`config.mk`:
```
export PLATFORM = sky130hd
export DESIGN_NAME = sort_result_drain
export DESIGN_NICKNAME = d
export VERILOG_FILES = /design/src/rtl/sort_result_drain.sv
export SDC_FILE = /design/constraint.sdc
export NUM_CORES = 1
export LEC_CHECK = 0
export ABC_CLOCK_PERIOD_IN_PS = 4500
export BUFFER_PORTS_ARGS = -buffer_cell sky130_fd_sc_hd__buf_2
export CAP_MARGIN = 10
export CORE_ASPECT_RATIO = 0.75
export CORE_MARGIN = 2
export CORE_UTILIZATION = 49
export DETAILED_ROUTE_END_ITERATION = 16
export GPL_ROUTABILITY_DRIVEN = 1
export HOLD_SLACK_MARGIN = 0.1
export MAX_ROUTING_LAYER = met4
export PLACE_DENSITY = 0.76
export SLEW_MARGIN = 20
export SYNTH_ARGS = -nofsm -noshare
export SYNTH_HDL_FRONTEND = slang
export SYNTH_SLANG_ARGS = --single-unit
export TNS_END_PERCENT = 30
```
`constraint.sdc`:
```
create_clock -name CLK -period 4.5 [get_ports CLK]
set_input_delay 1.125 -clock CLK [delete_from_list [all_inputs] [get_ports CLK]]
set_output_delay 1.125 -clock CLK [all_outputs]
set_load 0.05 [all_outputs]
```
`src/rtl/sort_result_drain.sv`:
```
`default_nettype none
// +--------------------------------------------------------------------------+
// | Module   : sort_result_drain                                             |
// | Purpose  : Reads entries 0..len-1 of the sort result buffer in address   |
// |            order and streams them out on a valid/ready interface. The    |
// |            drain stops at the first entry whose index valid flag (MSB)   |
// |            is clear. A 2-entry skid FIFO absorbs the buffer's 1-cycle    |
// |            read latency so backpressure never drops data.                |
// | Ports    : CLK, RESET (sync, active-low)                                 |
// |            start/len           - drain request                           |
// |            buf_cen/wen/retn/a  - buffer read port (active-low enables)   |
// |            buf_q/buf_index     - buffer read data, 1 cycle after issue   |
// |            out_valid/ready/data/index/last - result stream               |
// |            busy/done/count_o   - drain status                            |
// | Revision : 1.0 - initial release                                         |
// +--------------------------------------------------------------------------+
module sort_result_drain #(
  parameter int ADDR_W = 11,
  parameter int DEPTH  = 1024,
  parameter int DATA_W = 32,
  parameter int IDX_W  = 16
) (
  input  logic              CLK,
  input  logic              RESET,
  input  logic              start,
  input  logic [ADDR_W-1:0] len,
  output logic              buf_cen,
  output logic              buf_wen,
  output logic              buf_retn,
  output logic [ADDR_W-1:0] buf_a,
  input  logic [DATA_W-1:0] buf_q,
  input  logic [IDX_W-1:0]  buf_index,
  output logic              out_valid,
  input  logic              out_ready,
  output logic [DATA_W-1:0] out_data,
  output logic [IDX_W-2:0]  out_index,
  output logic              out_last,
  output logic              busy,
  output logic              done,
  output logic [ADDR_W:0]   count_o
);

  typedef enum logic [1:0] {
    S_IDLE  = 2'd0,
    S_READ  = 2'd1,
    S_FLUSH = 2'd2,
    S_DONE  = 2'd3
  } state_t;

  localparam logic [ADDR_W-1:0] C_DEPTH = ADDR_W'(DEPTH);

  state_t            state_q, state_d;
  logic [ADDR_W-1:0] addr_q, addr_d;
  logic [ADDR_W-1:0] len_q, len_d;
  logic              infl_q, infl_d;
  logic [ADDR_W-1:0] infl_addr_q, infl_addr_d;
  logic [ADDR_W:0]   count_q, count_d;
  logic [1:0]        occ_q, occ_d;
  logic              wr_ptr_q, wr_ptr_d;
  logic              rd_ptr_q, rd_ptr_d;

  logic [DATA_W-1:0] fifo_data_q [2];
  logic [IDX_W-2:0]  fifo_idx_q  [2];
  logic              fifo_last_q [2];

  logic       pop;
  logic       push;
  logic       issue;
  logic       cap_last;
  logic [2:0] slots_used;

  assign pop      = out_valid & out_ready;
  assign cap_last = (infl_addr_q == (len_q - ADDR_W'(1)));
  // FIFO slots committed after this cycle's pop: stored entries plus the
  // read whose data lands at the next edge.
  assign slots_used = 3'(occ_q) + 3'(infl_q) - 3'(pop);

  always_comb begin
    state_d     = state_q;
    addr_d      = addr_q;
    len_d       = len_q;
    count_d     = count_q;
    issue       = 1'b0;
    push        = 1'b0;
    busy        = 1'b0;
    done        = 1'b0;

    if (pop) begin
      count_d = count_q + (ADDR_W+1)'(1);
    end

    case (state_q)
      S_IDLE: begin
        if (start) begin
          count_d = '0;
          addr_d  = '0;
          if (len == '0) begin
            state_d = S_DONE;
          end else begin
            len_d   = (len > C_DEPTH) ? C_DEPTH : len;
            state_d = S_READ;
          end
        end
      end
      S_READ: begin
        busy  = 1'b1;
        issue = (addr_q < len_q) && (slots_used < 3'd2);
        if (infl_q) begin
          if (buf_index[IDX_W-1]) begin
            push = 1'b1;
            if (cap_last) begin
              state_d = S_FLUSH;
            end
          end else begin
            // Unwritten entry: end of valid results. A read issued this
            // same cycle is still discarded in FLUSH.
            state_d = S_FLUSH;
          end
        end
      end
      S_FLUSH: begin
        busy = 1'b1;
        if ((occ_q == 2'd0) && !infl_q) begin
          state_d = S_DONE;
        end
      end
      S_DONE: begin
        done    = 1'b1;
        state_d = S_IDLE;
      end
      default: begin
        state_d = S_IDLE;
      end
    endcase

    if (issue) begin
      addr_d = addr_q + ADDR_W'(1);
    end
    infl_d      = issue;
    infl_addr_d = issue ? addr_q : infl_addr_q;
    occ_d       = occ_q + 2'(push) - 2'(pop);
    wr_ptr_d    = wr_ptr_q ^ push;
    rd_ptr_d    = rd_ptr_q ^ pop;
  end

  always_ff @(posedge CLK) begin
    if (!RESET) begin
      state_q     <= S_IDLE;
      addr_q      <= '0;
      len_q       <= '0;
      infl_q      <= 1'b0;
      infl_addr_q <= '0;
      count_q     <= '0;
      occ_q       <= 2'd0;
      wr_ptr_q    <= 1'b0;
      rd_ptr_q    <= 1'b0;
    end else begin
      state_q     <= state_d;
      addr_q      <= addr_d;
      len_q       <= len_d;
      infl_q      <= infl_d;
      infl_addr_q <= infl_addr_d;
      count_q     <= count_d;
      occ_q       <= occ_d;
      wr_ptr_q    <= wr_ptr_d;
      rd_ptr_q    <= rd_ptr_d;
    end
  end

  // Storage needs no reset: occupancy alone decides what is visible.
  always_ff @(posedge CLK) begin
    if (push) begin
      fifo_data_q[wr_ptr_q] <= buf_q;
      fifo_idx_q[wr_ptr_q]  <= buf_index[IDX_W-2:0];
      fifo_last_q[wr_ptr_q] <= cap_last;
    end
  end

  assign buf_cen   = ~issue;
  assign buf_wen   = 1'b1;
  assign buf_retn  = 1'b1;
  assign buf_a     = issue ? addr_q : '0;
  assign out_valid = (occ_q != 2'd0);
  assign out_data  = fifo_data_q[rd_ptr_q];
  assign out_index = fifo_idx_q[rd_ptr_q];
  assign out_last  = out_valid & fifo_last_q[rd_ptr_q];
  assign count_o   = count_q;

endmodule
`default_nettype wire
```
==> results by group, run 1 <==
Run status
  • Status: finished, final reports clean

Critical path
  • Max Fanout on Critical Path: 20
  • Worst EP required: 3.38 ns
  • Slowest stage cell on the critical path: fa_1
  • Crit-path most repeated cell: nor2_1
  • Critical Path, Cell by Cell: buf_2, and2_1, ha_1, nor2_1, fa_1, nor2_1, nand3_1, a21oi_2, o21ai_4, buf_12, nor2_4, buf_6
  • Worst Setup End Kind: output port
  • WP buf/inv: 3
  • Top delay family on crit path: adder cells
  • Crit path arrival time: roughly 3.3 ns
  • Crit path kind: input pin to output port
  • Reg2Reg Setup Slack: between 1 and 1.5 ns
  • Crit start category: input pin
  • CP peak stage delay: 0.43 ns

Power
  • Power share of the combinational group: 30.7%
  • Clock power share: 31.9%
  • VDD IR max: between 0.0003 and 0.0004 V
  • Total Power: 4.38 mW
  • Sw Ratio: 38.2%
  • Leakage power: 3.24 nW
  • Power Dens Cells: 528 mW/mm²
  • Sequential Power Share: 37.3%
  • Psw: 1.68 mW
  • Pint: 2.71 mW

Logic synthesis
  • Post-synth top flop: edfxtp_1
  • Cell count after synthesis: 564
  • Async set-reset flop share out of synthesis: 0%
  • Number of synthesis warnings: 0
  • Post-Syn Area: approximately 0.0067 mm²
  • Avg Cell Area, Syn: 11.9 µm²
  • Synth Register Bits: between 100 and 150
  • Sequential fraction of the synthesis area: 58.7%
  • Netlist cell types: 52
  • Number of synthesized flops with an enable pin: 96

Clocking
  • H-tree Lvls: 4
  • TritonCTS Sinks: 149
  • CTS tree: yes
  • Longest Clk Path Bufs: 2
  • Clk Latency, worst-skew pair: 0.41 ns
  • Cts bufs inserted: 17
  • Setup bufs post-CTS: 0
  • CTS resizes: 1
  • Clock Tree Root: clkbuf_16
  • Clk slew on worst S/H paths: around 0.070 ns
  • Hold_buf cts: 0

Placed design
  • Inst Count DP: 853
  • Gpl congestion: 0.909
  • Post-DP HPWL: 10400 µm
  • Port buffer count: 137

Route
  • DRT iter0 DRCs: 337
  • Total routed wirelength: about 15000 µm
  • Pre-antenna DRT Iters: 5
  • Via-per-instance ratio: 5.36
  • Avg WL per Cell: 16.7 µm
  • DR vias: 4744
  • DRC: 0
  • ANT nets after route: 0

Global routing
  • Gr usage total: a little over a fifth
  • Initial antenna violation count: 0
  • Grt ovf: 0
  • Largest net degree at the start of global routing: 49
  • First-pass GRT wire length: 23600 µm
  • Vias in the first global route: 4695

Timing
  • Max Clk Rate: about 230 MHz
  • Fin crit period: 4.37 ns
  • Worst-margin pin slew: 0.732 ns
  • Slew margin rel.: between 50% and 60%
  • Hold Vio Cnt, Final: 0
  • Clock skew: 0.0141 ns
  • Final setup viols: 0
  • Max-slew violations: 0
  • TNS Setup: 0 ns
  • Period utilization: 97.2%

Floorplan
  • Initial Utilization: about 50%
  • Die Ht: 105 µm
  • Die width: 139 µm
  • IO Count: 140
  • Row cnt: 37
  • Die ar.: 0.0147 mm²
  • CORE AREA: 0.0136 mm²

Layout
  • Finished Layout Cells: 885
  • Layout cells sized above 1: 33.9%
  • Layout area overhead: 23.7%
  • Final net count: 784
  • Register Area: about 0.004 mm²
  • Fillers: 1096
  • Multi-input logic area: 0.00265 mm²
  • Ant. Diodes: 0

Job
  • Max Cap Violations: 0

Min path
  • HP Class: register to register
[state kept, by name, summed over array words and instances (netlist names), named ones only]
| signal | flops |
|---|---|
| count_o | 12 |
| rd_ptr_q | 1 |
| state_q | 2 |
| occ_q | 2 |
| fifo_data_q | 64 |
| fifo_idx_q | 30 |
| wr_ptr_q | 1 |
| infl_q | 1 |
| len_q | 11 |
| fifo_last_q | 2 |
| addr_q | 11 |
| infl_addr_q | 11 |
[metrics by stage]
step | hold slack (ns) | area (µm²) | setup WS (ns) | util (%)
after global placement | 0.469 | 7650 | 0.0970 | 56.4
after detailed placement | 0.476 | 7650 | 0.0102 | 56.4
final | 0.482 | 8310 | 0.128 | 61.3
after CTS | 0.485 | 8250 | 0.0856 | 60.8
after floorplan | 0.443 | 6820 | 0.0394 | -
after global routing | 0.508 | 8310 | -0.00424 | 61.3
[cell usage after synthesis (2+ instances only)]
| master | instances | area [µm²] |
|---|---|---|
| mux2i_1 | 14 | 140 |
| and3_1 | 16 | 100 |
| clkbuf_1 | 22 | 82.6 |
| dfxtp_1 | 53 | 1060 |
| a31oi_1 | 4 | 25.0 |
| o221ai_1 | 9 | 78.8 |
| xnor2_1 | 12 | 105 |
| nor4_1 | 6 | 37.5 |
| nor3_1 | 4 | 20.0 |
| ha_1 | 23 | 288 |
| buf_4 | 2 | 15.0 |
| nand3b_1 | 10 | 75.1 |
| nor3b_1 | 3 | 22.5 |
| nor2b_1 | 4 | 25.0 |
| nand3_1 | 8 | 40.0 |
| or3_1 | 6 | 37.5 |
| edfxtp_1 | 96 | 2880 |
| a21o_1 | 7 | 52.6 |
| and2_1 | 3 | 18.8 |
| mux2_2 | 48 | 541 |
| or4_1 | 3 | 22.5 |
| inv_1 | 35 | 131 |
| o21ai_1 | 3 | 15.0 |
| a21oi_1 | 25 | 125 |
| xor2_1 | 11 | 96.3 |
| nand4_1 | 8 | 50.1 |
| nand2_1 | 45 | 169 |
| nor2_1 | 40 | 150 |
| o211ai_1 | 2 | 15.0 |
| buf_1 | 2 | 7.51 |
| o21ai_0 | 19 | 95.1 |
[tightest hold or removal path, delay by kind of cell (launching register included)]
kind | cells | cell delay [ns]
multiplexers | 1 | 0.06
AND/OR/NAND/NOR | 1 | 0.06
flip-flops | 1 | 0.32
[per-layer routing]
metal	GRT usage (%)	vias up	part of all wire, %
li1	-	2317	-
met1	29.3	2268	48
met2	31.6	139	46
met3	3.91	20	4.8
met4	6.42	0	1.4
met5	-	-	0
[cell type report]
type,instances,area share [%]
Clock buffer,17,5.12
Timing Repair Buffer,141,9.19
Inverter,35,1.58
Tap cell,175,2.64
Sequential cell,149,47.5
Clock inverter,15,2.11
Multi-Input combinational cell,353,31.9
[power by group through the flow]
stage	clock [mW]	combinational [mW]	sequential, mW
final	1.40	1.35	1.64
after global routing	1.49	1.42	1.65
after CTS	1.43	1.35	1.64
after detailed placement	0	1.34	1.67
after global placement	0	1.31	1.66
after floorplan	0	1.13	1.58
[logic make-up (layout without fill, tap and decap cells)]
kind of cell,Yosys count,after routing,share of synthesized area [%]
flops,149,149,58.7
fa+ha+maj,24,24,4.58
xor+xnor,23,23,3.00
other cells,1,2,0.0558
mux,62,62,10.1
compound gates,78,78,7.32
simple gates,164,164,12.4
buf+inv,63,208,3.76
[cells in the final DEF (no fill, tap or decap), drive strengths merged, types with 2 or more instances in the layout]
master     n
a2111oi    2
a21o       7
a21oi     25
a31oi      4
and2       3
and3      16
buf      141
clkbuf    17
clkinv     5
conb       2
dfxtp     53
edfxtp    96
ha        23
inv       44
mux2      48
mux2i     14
nand2     45
nand3      8
nand3b    11
nand4      8
nor2      40
nor2b      4
nor3       4
nor3b      3
nor4       6
o211ai     2
o21ai     22
o221ai     9
or3        6
or4        3
xnor2     12
xor2      11
[worst paths after layout]
check                                     from  depth (start not counted)             end
worst min register to register  infl_addr_q[6]                          2  infl_addr_q[6]
worst max-delay path                 out_ready                         12        buf_a[0]
worst min-delay path            infl_addr_q[6]                          2  infl_addr_q[6]
worst max register to register        len_q[1]                          9      state_q[0]
Note: power is estimated with default switching activity, not from simulation.
==> run 2: changes to the inputs <==
--- a/config.mk
+++ b/config.mk
@@ -10,12 +10,13 @@
 export CAP_MARGIN = 10
 export CORE_ASPECT_RATIO = 0.75
 export CORE_MARGIN = 2
-export CORE_UTILIZATION = 49
+export CORE_UTILIZATION = 51
+export CTS_BUF_LIST = sky130_fd_sc_hd__clkbuf_8
 export DETAILED_ROUTE_END_ITERATION = 16
 export GPL_ROUTABILITY_DRIVEN = 1
 export HOLD_SLACK_MARGIN = 0.1
 export MAX_ROUTING_LAYER = met4
-export PLACE_DENSITY = 0.76
+export PLACE_DENSITY = 0.78
 export SLEW_MARGIN = 20
 export SYNTH_ARGS = -nofsm -noshare
 export SYNTH_HDL_FRONTEND = slang
==> results by group, run 2 (synthesis results as in run 1) <==
Timing
  • Fin crit period: 4.40 ns (+0.0304 ns)
  • Max Clk Rate: 227 MHz (-0.69%)
  • Max-slew violations: 0 (unchanged)
  • TNS Setup: 0 ns (unchanged)
  • Period utilization: 97.8% (+0.68 points)
  • Slew margin rel.: 51.3% (+0.60 points)
  • Hold Vio Cnt, Final: 0 (unchanged)
  • Final setup viols: 0 (unchanged)
  • Clock skew: 0.0119 ns (-0.00224 ns)
  • Worst-margin pin slew: 0.723 ns (-0.00894 ns)

Job
  • Max Cap Violations: 0 (unchanged)

Route
  • DR vias: 4822 (+1.6%)
  • Via-per-instance ratio: 5.42 (+1.2%)
  • DRC: 0 (unchanged)
  • ANT nets after route: 0 (unchanged)
  • DRT iter0 DRCs: 315 (-6.5%)
  • Pre-antenna DRT Iters: 5 (unchanged)
  • Avg WL per Cell: 16.7 µm (+0.28%)
  • Total routed wirelength: 14900 µm (+0.73%)

Critical path
  • Max Fanout on Critical Path: 8 (-60%)
  • Worst path depth: 12 (unchanged)
  • Worst Setup End Kind: output port
  • Crit. Startpoint: out_ready
  • Crit path kind: input pin to output port
  • R2R Path Start: len_q[0]
  • WP buf/inv: 3 (unchanged)
  • Crit path arrival time: 3.28 ns (+0.03 ns)
  • Crit start category: input pin
  • Reg2Reg Setup Slack: 1.26 ns (+0.08 ns)
  • Worst r2r dst: state_q[0]
  • Slowest stage cell on the critical path: fa_1
  • Top delay family on crit path: adder cells
  • Worst EP required: 3.38 ns (about the same)
  • Crit-path most repeated cell: nor2_1
  • CP peak stage delay: 0.42 ns (about the same)
  • Critical Path, Cell by Cell: buf_2, and2_1, ha_1, nor2_1, fa_1, nor2_1, nand3_1, a21oi_2, o21ai_4, buf_12, nor2_4, clkbuf_4
  • Crit path capture: buf_a[0]
  • R2R cell count: 9 (unchanged)

Floorplan
  • Row cnt: 36 (-2.7%)
  • Die Ht: 103 µm (-1.9%)
  • IO Count: 140 (unchanged)
  • Initial Utilization: 52.0% (+2.4 points)
  • Die width: 137 µm (-1.9%)
  • CORE AREA: 0.0129 mm² (-4.7%)
  • Die ar.: 0.0141 mm² (-3.8%)

Clocking
  • Longest Clk Path Bufs: 2 (unchanged)
  • Hold_buf cts: 0 (unchanged)
  • CTS tree: yes
  • Clock Tree Root: clkbuf_8
  • H-tree Lvls: 4 (unchanged)
  • Clk Latency, worst-skew pair: 0.45 ns (+0.04 ns)
  • TritonCTS Sinks: 149 (unchanged)
  • Clk slew on worst S/H paths: 0.08 ns (about the same)
  • Cts bufs inserted: 17 (unchanged)

Power
  • VDD IR max: 0.000282 V (-12%)
  • Leakage power: 3.19 nW (-1.5%)
  • Power Dens Cells: 501 mW/mm² (-5.1%)
  • Power share of the combinational group: 35.0% (+4.3 points)
  • Sw Ratio: 38.9% (+0.63 points)
  • Pint: 2.49 mW (-8.1%)
  • Psw: 1.58 mW (-5.7%)
  • Clock power share: 25.6% (-6.3 points)
  • Sequential Power Share: 39.3% (+2.0 points)

Layout
  • Top reg by flops: fifo_data_q
  • Finished Layout Cells: 889 (+0.45%)
  • Commonest non-fill, non-tap cell in the layout: buf_2
  • Most frequent cells in the layout: buf_2, edfxtp_1, dfxtp_1, mux2_2, nand2_1
  • Layout area overhead: 21.0%
  • Largest register FFs: 64 (unchanged)
  • Final net count: 792 (+1.0%)
  • Layout cells sized above 1: 34.5% (+0.60 points)
  • Ant. Diodes: 0 (unchanged)

Global routing
  • First-pass GRT wire length: 22400 µm (-5.1%)
  • Largest net degree at the start of global routing: 37 (-24%)
  • Initial antenna violation count: 0 (unchanged)
  • Gr usage total: 21.4% (+0.44 points)
  • Grt ovf: 0 (unchanged)
  • Vias in the first global route: 4543 (-3.2%)

Run status
  • Status: finished, final reports clean

Placed design
  • Port buffer count: 137 (unchanged)
  • Inst Count DP: 855 (+0.23%)
  • Gpl congestion: 0.885 (-2.6%)
  • Post-DP HPWL: 10600 µm (+1.4%)

Min path
  • HP Class: register to register
==> run 2: layout make-up <==
class	count	area [µm²]
Fill cell	1001	4800
Sequential cell	149	3950
Multi-Input combinational cell	353	2630
Timing Repair Buffer	149	806
Clock buffer	17	234
Tap cell	171	214
Clock inverter	15	170
Inverter	35	131
==> run 2: repair_timing <==
item	4_1_cts	5_1_grt
setup endpoints to repair	11	11
endpoints found under the hold margin	0	0
buffers inserted	2	0
pin swaps	0	0
resized for setup	0	3
==> run 2: power by group through the flow <==
stage	registers, mW	logic, mW	clock network, mW
floorplan	1.58	1.13	0
global placement	1.63	1.35	0
detailed placement	1.63	1.38	0
CTS	1.60	1.42	1.06
global route	1.61	1.51	1.12
finish	1.60	1.43	1.04
==> run 2: worst min-delay path, cell delays in order (launching register included) <==
cell	delay (ns)
dfxtp_1	0.32
nand2_1	0.06
mux2i_1	0.06
==> run 2: how the worst min path moves through the flow <==
| stage | start | end | slack [ns] | depth (start not counted) |
|---|---|---|---|---|
| floorplan | len_q[9] | len_q[9] | 0.44 | 2 |
| global placement | infl_addr_q[1] | infl_addr_q[1] | 0.46 | 2 |
| detailed placement | infl_addr_q[4] | infl_addr_q[4] | 0.47 | 2 |
| CTS | infl_addr_q[4] | infl_addr_q[4] | 0.48 | 2 |
| global route | infl_addr_q[4] | infl_addr_q[4] | 0.51 | 2 |
| finish | infl_addr_q[4] | infl_addr_q[4] | 0.48 | 2 |
==> run 2: metal layers <==
| metal | global-route usage (%) | wire, µm | vias to the layer above | share of wire (%) |
|---|---|---|---|---|
| met5 | - | 0 | - | 0 |
| li1 | - | - | 2325 | - |
| met4 | 7.13 | 233 | 0 | 1.6 |
| met1 | 28.9 | 6790 | 2312 | 46 |
| met3 | 4.63 | 851 | 20 | 5.7 |
| met2 | 32.5 | 7010 | 165 | 47 |
==> run 2: stage by stage <==
step	util (%)	hold slack [ns]	total power [mW]	setup slack, ns	instance area (µm²)
final	62.9	0.479	4.07	0.0977	8130
after CTS	62.8	0.483	4.08	0.0543	8120
after detailed placement	59.4	0.472	3.01	-0.0425	7670
after global routing	62.9	0.513	4.25	-0.0253	8130
after floorplan	-	0.443	2.70	0.0394	6820
after global placement	59.4	0.456	2.98	0.0306	7670
==> run 3: changes to the inputs <==
--- a/config.mk
+++ b/config.mk
@@ -10,13 +10,13 @@
 export CAP_MARGIN = 10
 export CORE_ASPECT_RATIO = 0.75
 export CORE_MARGIN = 2
-export CORE_UTILIZATION = 51
+export CORE_UTILIZATION = 50
 export CTS_BUF_LIST = sky130_fd_sc_hd__clkbuf_8
 export DETAILED_ROUTE_END_ITERATION = 16
 export GPL_ROUTABILITY_DRIVEN = 1
 export HOLD_SLACK_MARGIN = 0.1
 export MAX_ROUTING_LAYER = met4
-export PLACE_DENSITY = 0.78
+export PLACE_DENSITY = 0.77
 export SLEW_MARGIN = 20
 export SYNTH_ARGS = -nofsm -noshare
 export SYNTH_HDL_FRONTEND = slang
==> results by group, run 3 (synthesis results as in run 1) <==
Critical path
  • Crit path arrival time: 3.29 ns (about the same)
  • Worst r2r dst: state_q[0]
  • Crit path capture: buf_a[8]
  • Crit start category: input pin
  • Slowest stage cell on the critical path: fa_1
  • Worst path depth: 12 (unchanged)
  • CP peak stage delay: 0.43 ns (about the same)
  • Worst Setup End Kind: output port
  • R2R cell count: 9 (unchanged)
  • Worst EP required: 3.38 ns (about the same)
  • Critical Path, Cell by Cell: buf_2, and2_1, ha_1, nor2_1, fa_1, nor2_1, nand3_1, a21oi_2, o21ai_4, buf_4, nor2_4, buf_2
  • Reg2Reg Setup Slack: 1.28 ns (+0.02 ns)
  • Crit. Startpoint: out_ready
  • WP buf/inv: 3 (unchanged)
  • R2R Path Start: len_q[0]
  • Crit path kind: input pin to output port
  • Max Fanout on Critical Path: 4 (-4)
  • Top delay family on crit path: adder cells

Global routing
  • Grt ovf: 0 (unchanged)
  • Initial antenna violation count: 0 (unchanged)
  • Gr usage total: 21.5% (+0.091 points)
  • Vias in the first global route: 4556 (+0.29%)
  • First-pass GRT wire length: 23200 µm (+3.4%)
  • Largest net degree at the start of global routing: 37 (unchanged)

Timing
  • Hold Vio Cnt, Final: 0 (unchanged)
  • Max Clk Rate: 226 MHz (-0.35%)
  • Worst-margin pin slew: 0.894 ns (+0.171 ns)
  • Unrepaired setup endpoints after global routing: false
  • Clock skew: 0.0131 ns (+0.00124 ns)
  • Max-slew violations: 0 (unchanged)
  • Period utilization: 98.2% (+0.34 points)
  • Final setup viols: 0 (unchanged)
  • Fin crit period: 4.42 ns (+0.0155 ns)
  • Hold_ws: 0.482 ns (+0.00293 ns)
  • Slew margin rel.: 40.4% (-11 points)
  • TNS Setup: 0 ns (unchanged)

Floorplan
  • CORE AREA: 0.0131 mm² (+1.0%)
  • Die Ht: 104 µm (+0.96%)
  • Die width: 138 µm (+0.96%)
  • Die ar.: 0.0144 mm² (+1.9%)
  • Initial Utilization: 51.4% (-0.54 points)
  • Row cnt: 36 (unchanged)
  • IO Count: 140 (unchanged)

Clocking
  • CTS resizes: 1 (+1)
  • TritonCTS Sinks: 149 (unchanged)
  • Clk slew on worst S/H paths: 0.09 ns (about the same)
  • Setup bufs post-CTS: 0 (-2)
  • Cts bufs inserted: 17 (unchanged)
  • H-tree Lvls: 4 (unchanged)
  • Clock Tree Root: clkbuf_8
  • CTS tree: yes
  • Clk Latency, worst-skew pair: 0.44 ns (about the same)
  • Hold_buf cts: 0 (unchanged)
  • Longest Clk Path Bufs: 2 (unchanged)

Job
  • Max Cap Violations: 0 (unchanged)

Run status
  • Status: finished, final reports clean

Power
  • Power share of the combinational group: 34.9% (about the same)
  • Leakage power: 3.15 nW (-1.3%)
  • Clock power share: 24.4% (-1.2 points)
  • Power Dens Cells: 490 mW/mm² (-2.1%)
  • Sequential Power Share: 40.7% (+1.4 points)
  • Pint: 2.36 mW (-5.1%)
  • Sw Ratio: 40.3% (+1.4 points)
  • VDD IR max: 0.000255 V (-9.7%)
  • Psw: 1.59 mW (+0.83%)

Route
  • Via-per-instance ratio: 5.43 (about the same)
  • Pre-antenna DRT Iters: 5 (unchanged)
  • DRC: 0 (unchanged)
  • DRT iter0 DRCs: 329 (+4.4%)
  • DR vias: 4798 (-0.50%)
  • ANT nets after route: 0 (unchanged)
  • Avg WL per Cell: 16.8 µm (+0.49%)
  • Total routed wirelength: 14900 µm (about the same)

Layout
  • Finished Layout Cells: 884 (-0.56%)
  • Final net count: 787 (-0.63%)
  • Util after Layout: 61.8% (-1.1 points)
  • Fillers: 1076 (+7.5%)
  • Commonest non-fill, non-tap cell in the layout: buf_2
  • Most frequent cells in the layout: buf_2, edfxtp_1, dfxtp_1, mux2_2, nand2_1
  • Layout cells sized above 1: 34.1% (-0.46 points)
  • Ant. Diodes: 0 (unchanged)
  • Top reg by flops: fifo_data_q
  • Layout area overhead: 20.1%
  • Largest register FFs: 64 (unchanged)

Placed design
  • Port buffer count: 137 (unchanged)
  • Gpl congestion: 0.901 (+1.8%)
  • Post-DP HPWL: 10700 µm (+0.84%)
  • Inst Count DP: 852 (-0.35%)

Min path
  • HP Class: register to register
  • Cells on Worst Hold Path: 2 (unchanged)
[run 3: cell types whose count changed in the layout (fill, tap and decap cells not counted), moves of 2 or more]
cell	previous run	this run
buf_2	135	129
clkbuf_4	2	6
buf_4	10	8
bufinv_16	2	0
clkinv_8	0	2
[run 3: worst min-delay path by stage]
| stage | startpoint | end | slack [ns] |
|---|---|---|---|
| 2_1_floorplan | len_q[9] | len_q[9] | 0.44 |
| 3_3_place_gp | infl_addr_q[4] | infl_addr_q[4] | 0.47 |
| 3_5_place_dp | infl_addr_q[1] | infl_addr_q[1] | 0.47 |
| 4_1_cts | infl_addr_q[1] | infl_addr_q[1] | 0.49 |
| 5_1_grt | infl_addr_q[4] | infl_addr_q[4] | 0.51 |
| 6_report | infl_addr_q[1] | infl_addr_q[1] | 0.48 |
[run 3: worst register-to-register path: stages, from the launching register on]
cell and delay [ns]:
dfxtp_1 0.41, inv_1 0.09, ha_1 0.25, nor3b_1 0.60, a41oi_1 0.19, a2111oi_0 0.33, nand4_1 0.15, nand3b_2 0.27
o41a_1 0.45, a2111oi_2 0.38
[run 3: final cells by class]
type                    instances  area [µm²]  area share, %
multi-input cells             353        2630           32.6
clock inverters                15         146           1.81
repair buffers                144         771           9.55
clock buffers                  17         234           2.90
flip-flops and latches        149        3950           48.9
well taps                     171         214           2.65
inverters                      35         131           1.63
[run 3: power by group through the flow]
stage	clock network (mW)	registers, mW	logic, mW
2_1_floorplan	0	1.58	1.13
3_3_place_gp	0	1.64	1.34
3_5_place_dp	0	1.65	1.37
4_1_cts	0.983	1.62	1.38
5_1_grt	1.06	1.63	1.46
6_report	0.964	1.61	1.38
[run 3: per-stage QoR]
stage / setup slack, ns / area [µm²] / power, mW
final: 0.0822 / 8070 / 3.96
after global routing: 0.00671 / 8070 / 4.14
after CTS: 0.0479 / 8050 / 3.98
after detailed placement: 0.00378 / 7660 / 3.02
after global placement: 0.0608 / 7660 / 2.98
after floorplan: 0.0394 / 6820 / 2.70
[run 3: layer usage]
metal / part of all wire (%) / GRT usage, %
met5: 0 / -
met4: 1.1 / 5.76
met3: 6.2 / 5.07
met2: 45 / 31.5
met1: 47 / 30.3
